File: config.mk
export PLATFORM = sky130hd
export DESIGN_NAME = decode_stage
export DESIGN_NICKNAME = d
export VERILOG_FILES = /design/src/rtl/decode_stage.sv
export SDC_FILE = /design/constraint.sdc
export NUM_CORES = 1
export LEC_CHECK = 0
export BUFFER_PORTS_ARGS = -buffer_cell sky130_fd_sc_hd__buf_2
export CORE_MARGIN = 1.5
export CORE_UTILIZATION = 50
export DETAILED_ROUTE_END_ITERATION = 10
export PLACE_DENSITY = 0.74
export SETUP_SLACK_MARGIN = 0.3
export SLEW_MARGIN = 15
export SYNTH_ARGS = -nofsm -noshare
export SYNTH_HDL_FRONTEND = slang
export SYNTH_SLANG_ARGS = --single-unit
File: constraint.sdc
create_clock -name clk -period 3 [get_ports clk]
set_input_delay 0 -clock clk [delete_from_list [all_inputs] [get_ports clk]]
set_output_delay 0 -clock clk [all_outputs]
set_load 0.1 [all_outputs]
File: src/rtl/decode_stage.sv
// Registered RV32I decode stage: output register plus one skid entry, flushable.
// Optional macro DECODE_RV32M_EN enables decoding of the M extension as MULDIV.
module decode_stage #(
    parameter int XLEN = 32,
    parameter int PC_W = 32
) (
    input  logic            clk,
    input  logic            rst,
    input  logic            flush,
    input  logic            in_valid,
    output logic            in_ready,
    input  logic [31:0]     in_instr,
    input  logic [PC_W-1:0] in_pc,
    output logic            out_valid,
    input  logic            out_ready,
    output logic [PC_W-1:0] out_pc,
    output logic [3:0]      out_op,
    output logic [2:0]      out_funct3,
    output logic            out_alt,
    output logic [4:0]      out_rd,
    output logic [4:0]      out_rs1,
    output logic [4:0]      out_rs2,
    output logic            out_rd_we,
    output logic [XLEN-1:0] out_imm,
    output logic            out_illegal
);

    typedef enum logic [3:0] {
        OP_LUI     = 4'd0,
        OP_AUIPC   = 4'd1,
        OP_JAL     = 4'd2,
        OP_JALR    = 4'd3,
        OP_BRANCH  = 4'd4,
        OP_LOAD    = 4'd5,
        OP_STORE   = 4'd6,
        OP_OPIMM   = 4'd7,
        OP_OP      = 4'd8,
        OP_FENCE   = 4'd9,
        OP_SYSTEM  = 4'd10,
        OP_MULDIV  = 4'd11,
        OP_ILLEGAL = 4'd15
    } op_t;

    typedef struct packed {
        logic [PC_W-1:0] pc;
        logic [3:0]      op;
        logic [2:0]      funct3;
        logic            alt;
        logic [4:0]      rd;
        logic [4:0]      rs1;
        logic [4:0]      rs2;
        logic            rd_we;
        logic [XLEN-1:0] imm;
        logic            illegal;
    } entry_t;

    entry_t or_q, sk_q, decoded;
    logic   or_valid, sk_valid, accept;

    op_t         d_op;
    logic        d_legal, d_alt, d_use_rd, d_use_rs1, d_use_rs2;
    logic [31:0] d_imm32;

    logic [6:0] opcode, funct7;
    logic [2:0] funct3;
    logic [31:0] imm_i, imm_s, imm_b, imm_u, imm_j;

    assign opcode = in_instr[6:0];
    assign funct3 = in_instr[14:12];
    assign funct7 = in_instr[31:25];
    assign imm_i  = {{20{in_instr[31]}}, in_instr[31:20]};
    assign imm_s  = {{20{in_instr[31]}}, in_instr[31:25], in_instr[11:7]};
    assign imm_b  = {{19{in_instr[31]}}, in_instr[31], in_instr[7], in_instr[30:25], in_instr[11:8], 1'b0};
    assign imm_u  = {in_instr[31:12], 12'b0};
    assign imm_j  = {{11{in_instr[31]}}, in_instr[31], in_instr[19:12], in_instr[20], in_instr[30:21], 1'b0};

    // Opcode classification; anything not matched below (including instr[1:0]!=11) stays illegal.
    always_comb begin
        d_op      = OP_ILLEGAL;
        d_legal   = 1'b0;
        d_alt     = 1'b0;
        d_use_rd  = 1'b0;
        d_use_rs1 = 1'b0;
        d_use_rs2 = 1'b0;
        d_imm32   = '0;
        case (opcode)
            7'b0110111: begin d_op = OP_LUI;   d_legal = 1'b1; d_use_rd = 1'b1; d_imm32 = imm_u; end
            7'b0010111: begin d_op = OP_AUIPC; d_legal = 1'b1; d_use_rd = 1'b1; d_imm32 = imm_u; end
            7'b1101111: begin d_op = OP_JAL;   d_legal = 1'b1; d_use_rd = 1'b1; d_imm32 = imm_j; end
            7'b1100111: begin
                d_op = OP_JALR; d_legal = (funct3 == 3'd0);
                d_use_rd = 1'b1; d_use_rs1 = 1'b1; d_imm32 = imm_i;
            end
            7'b1100011: begin
                d_op = OP_BRANCH; d_legal = (funct3 != 3'd2) && (funct3 != 3'd3);
                d_use_rs1 = 1'b1; d_use_rs2 = 1'b1; d_imm32 = imm_b;
            end
            7'b0000011: begin
                d_op = OP_LOAD; d_legal = !(funct3 == 3'd3 || funct3 == 3'd6 || funct3 == 3'd7);
                d_use_rd = 1'b1; d_use_rs1 = 1'b1; d_imm32 = imm_i;
            end
            7'b0100011: begin
                d_op = OP_STORE; d_legal = (funct3 <= 3'd2);
                d_use_rs1 = 1'b1; d_use_rs2 = 1'b1; d_imm32 = imm_s;
            end
            7'b0010011: begin
                d_op = OP_OPIMM; d_legal = 1'b1;
                d_use_rd = 1'b1; d_use_rs1 = 1'b1; d_imm32 = imm_i;
                if (funct3 == 3'd1) begin
                    d_legal = (funct7 == 7'h00);
                    d_alt   = in_instr[30];
                end else if (funct3 == 3'd5) begin
                    d_legal = (funct7 == 7'h00) || (funct7 == 7'h20);
                    d_alt   = in_instr[30];
                end
            end
            7'b0110011: begin
                d_op = OP_OP; d_alt = in_instr[30];
                d_use_rd = 1'b1; d_use_rs1 = 1'b1; d_use_rs2 = 1'b1;
                if (funct7 == 7'h00)
                    d_legal = 1'b1;
                else if (funct7 == 7'h20)
                    d_legal = (funct3 == 3'd0) || (funct3 == 3'd5);
`ifdef DECODE_RV32M_EN
                else if (funct7 == 7'h01) begin
                    d_op    = OP_MULDIV;
                    d_legal = 1'b1;
                end
`else
                else
                    d_legal = 1'b0;
`endif
            end
            7'b0001111: begin d_op = OP_FENCE; d_legal = 1'b1; end
            7'b1110011: begin
                d_op = OP_SYSTEM; d_imm32 = imm_i;
                d_legal = (in_instr == 32'h0000_0073) || (in_instr == 32'h0010_0073);
            end
            default: d_legal = 1'b0;
        endcase
    end

    // Illegal words still flow down the pipe, but carry no operands.
    always_comb begin
        decoded         = '0;
        decoded.pc      = in_pc;
        decoded.funct3  = funct3;
        decoded.illegal = !d_legal;
        decoded.op      = d_legal ? d_op : OP_ILLEGAL;
        if (d_legal) begin
            decoded.alt   = d_alt;
            decoded.rd    = d_use_rd  ? in_instr[11:7]  : 5'd0;
            decoded.rs1   = d_use_rs1 ? in_instr[19:15] : 5'd0;
            decoded.rs2   = d_use_rs2 ? in_instr[24:20] : 5'd0;
            decoded.rd_we = d_use_rd && (in_instr[11:7] != 5'd0);
            decoded.imm   = XLEN'($signed(d_imm32));
        end
    end

    // in_ready depends only on local state, never on out_ready.
    assign in_ready = !sk_valid && !rst && !flush;
    assign accept   = in_valid && in_ready;

    always_ff @(posedge clk) begin
        if (rst) begin
            or_valid <= 1'b0;
            sk_valid <= 1'b0;
            or_q     <= '0;
            sk_q     <= '0;
        end else if (flush) begin
            or_valid <= 1'b0;
            sk_valid <= 1'b0;
        end else if (!or_valid || out_ready) begin
            if (sk_valid) begin
                or_q     <= sk_q;
                or_valid <= 1'b1;
                sk_valid <= 1'b0;
            end else begin
                or_valid <= accept;
                if (accept)
                    or_q <= decoded;
            end
        end else if (accept) begin
            sk_q     <= decoded;
            sk_valid <= 1'b1;
        end
    end

    assign out_valid   = or_valid;
    assign out_pc      = or_q.pc;
    assign out_op      = or_q.op;
    assign out_funct3  = or_q.funct3;
    assign out_alt     = or_q.alt;
    assign out_rd      = or_q.rd;
    assign out_rs1     = or_q.rs1;
    assign out_rs2     = or_q.rs2;
    assign out_rd_we   = or_q.rd_we;
    assign out_imm     = or_q.imm;
    assign out_illegal = or_q.illegal;

endmodule

==> run metrics <==
Fin Setup TNS 0 ns; Cell Pwr Density approximately 560 nW/um^2; post-synthesis async set-or-reset flop share 0%; Worst EP required 3.35 ns; Post-CTS Setup Repair Bufs 0; via count roughly 7,600; design area roughly 10000 um^2; crit path time final approximately 2.3 ns; Inserted Clock Buffers 17; core area ~15,000 um^2; first-pass GRT wire length ~36 mm; VDD IR max 0.3894 mV; top-area cell type share of the netlist area 46.37%; total die area 16,300 um^2; worst hold-check path type input port to register; ys flop type dfxtp_1; Post-Syn Nets between 900 and 1,000; crit path to out_rs2[3]; Post-Synthesis Cells 928; Routed Antenna Nets 0; Critical Path Fanout Max 21; Die H ~130 um; Final Max Tran Viols 0; final hold vios 0; internal reg-to-reg setup slack 0.68 ns; unique cell type count in the Yosys netlist 54; biggest area consumer among synthesized cells dfxtp_1; RSZ-0062 raised after global routing no; Boundary Pins 160; aggregate global routing overflow 0; sequential fraction of the synthesis area 46.37%; Final Setup Violations 0; MaxCap Viol Count 0; Worst-path clk slew 0.07 ns; cells along the critical path dlygate4sd3_1 -> buf_2 -> nor4_1 -> nand4_1 -> o32ai_1 -> or4_1 -> buf_4 -> a31oi_2 -> nor3_1; drt total wl 22.42 mm; Buffers on Ports approximately 160; CP startpoint in_instr[25]; vias per cell 5.791; most frequent cells after synthesis 180 x dfxtp_1, 135 x nand2_1, 91 x a21oi_1; top-count cell post-synth dfxtp_1; # H-tree levels 4; Ant. Diodes 0; gpl congestion 0.8553; Leak 3.864 nW; initial antenna violation count 0; GRT Total Usage 27.62%; Fin Hold WS 0.1943 ns; fin util 64.56%; CTS root buffer clkbuf_16; ranking of synthesized cells by area dfxtp_1 46%, nand2_1 6.5%, a21oi_1 5.9%; largest net degree at the start of global routing 82; Wirelength per Cell 17.19 um; First-pass DRT Iterations 5; Critical Path AT 2.70 ns; Max Fclk between 0.4 and 0.5 GHz; placed wire-length estimate 13.76 mm; Crit Path Class input port to register; DRC 0; worst-margin pin slew 0.8698 ns; FF-to-FF Start out_valid; worst skew pair latency 0.44 ns; element type at the critical path start input port; CTS tree yes; Post-synth EDFFs 0; DRT iter0 DRCs 595; Max stage delay cell, worst path dlygate4sd3_1; Layout area overhead 26.29%; layout net count 1,172; FF-to-FF path depth 6; Yosys reg bits 180; worst rel slew slack 42.01%; die width 127.7 um; post-synthesis cell area 7771 um^2; CTS resizes 0; slowest stage delay, CP 0.54 ns; placed cell area 8616 um^2; Syn Area/Cell 8.374 um^2; Setup Skew 0.009348 ns; status complete, no violations; RR Endpoint sk_q[79]; synth warn 0; FP Rows 45; fraction of layout cells with a size suffix above 1 20.07%; Initial Util 51.12%; period utilization 78.07%; Tot Pwr ~5.5 mW; clock sinks between 150 and 200; CTS Buffer Depth 2; crit end category register; vias in the first global route 7,015
-- cell usage in the layout (no fill, tap or decap), types with 3 or more instances in the layout --
cell type | netlist | routed
dfxtp_1 | 180 | 179
buf_2 | 7 | 158
nand2_1 | 135 | 135
a21oi_1 | 91 | 91
o21ai_0 | 76 | 76
dlygate4sd3_1 | 0 | 63
nor2_1 | 59 | 58
mux2i_1 | 40 | 40
a211oi_1 | 36 | 36
and3_1 | 30 | 29
nor3_1 | 28 | 27
a31oi_1 | 22 | 22
buf_4 | 7 | 21
o22ai_1 | 19 | 19
nand3b_1 | 18 | 18
clkbuf_16 | 0 | 17
nand3_1 | 9 | 9
a32o_1 | 9 | 9
nand2b_1 | 9 | 9
a22oi_1 | 8 | 8
a21o_1 | 7 | 7
o2111ai_1 | 7 | 7
a22o_1 | 6 | 6
nor2b_1 | 5 | 5
nor4_1 | 5 | 5
clkinv_4 | 0 | 4
or4_1 | 3 | 3
and2_1 | 3 | 3
o21a_1 | 3 | 3
o221ai_1 | 3 | 3
inv_6 | 0 | 3
clkinv_2 | 0 | 3
-- layer usage --
metal	global-route usage (%)	wire (um)
met4	9.716	506
met5	0	0
met2	43.91	10410
met3	7.012	1356
met1	36.64	10140
-- kinds of logic after synthesis --
group / share of synthesized area [%]
and+or+nand+nor: 19.50
AOI/OAI and AO/OA: 23.51
DFF: 46.37
buffers and inverters: 4.991
muxes: 5.297
xor gates and xnor gates: 0.3382
-- worst max-delay path: cells and delay by family --
family	cells	cell delay [ns]
simple gates	4	1.18
buf+inv	3	1.01
compound gates	2	0.51
-- worst min path at each step --
stage	start	end	slack, ns	depth (start not counted)
6_report	in_instr[0]	sk_q[53]	0.19	4
5_1_grt	in_valid	sk_q[46]	0.23	5
4_1_cts	in_instr[2]	sk_q[56]	0.18	4
3_5_place_dp	in_pc[28]	sk_q[85]	0.26	3
3_3_place_gp	in_pc[5]	sk_q[62]	0.25	3
2_1_floorplan	flush	out_valid	0.07	1
-- final cells by class --
class,instances,area [um^2]
clock inverter,13,125.1
clock buffer,19,442.9
multi-input combinational,660,3801
sequential,180,3607
timing repair buffer,243,1599
inverter,1,3.754
tap,188,235.2
fill,1300,5388
-- what timing repair did --
| item | in CTS | in global routing |
|---|---|---|
| hold buffers | 63 | 0 |
| endpoints found under the setup margin | 0 | 0 |
| endpoints found under the hold margin | 131 | 0 |
-- state kept, by name, indices dropped and copies added (netlist names) --
signal and flops:
out_rs1 5, out_illegal 1, out_rd 5, out_valid 1
out_alt 1, out_rd_we 1, out_rs2 5, sk_q 89
out_funct3 3, sk_valid 1, out_imm 32, out_pc 32
out_op 4
-- power breakdown --
| group | leakage, nW | switching, mW | internal [mW] |
|---|---|---|---|
| registers | 1.46 | 0.0267 | 2.44 |
| clock network | 0.280 | 0.975 | 1.18 |
| logic | 2.13 | 0.624 | 0.209 |
| total | 3.86 | 1.63 | 3.83 |
-- per-stage QoR --
step	setup slack (ns)	instances
after floorplan	0.5844	928
after global placement	0.6619	1209
after detailed placement	0.6438	1209
after CTS	0.7130	1304
after global routing	0.4561	1304
final	0.6580	1304
Note: power is estimated with default switching activity, not from simulation.
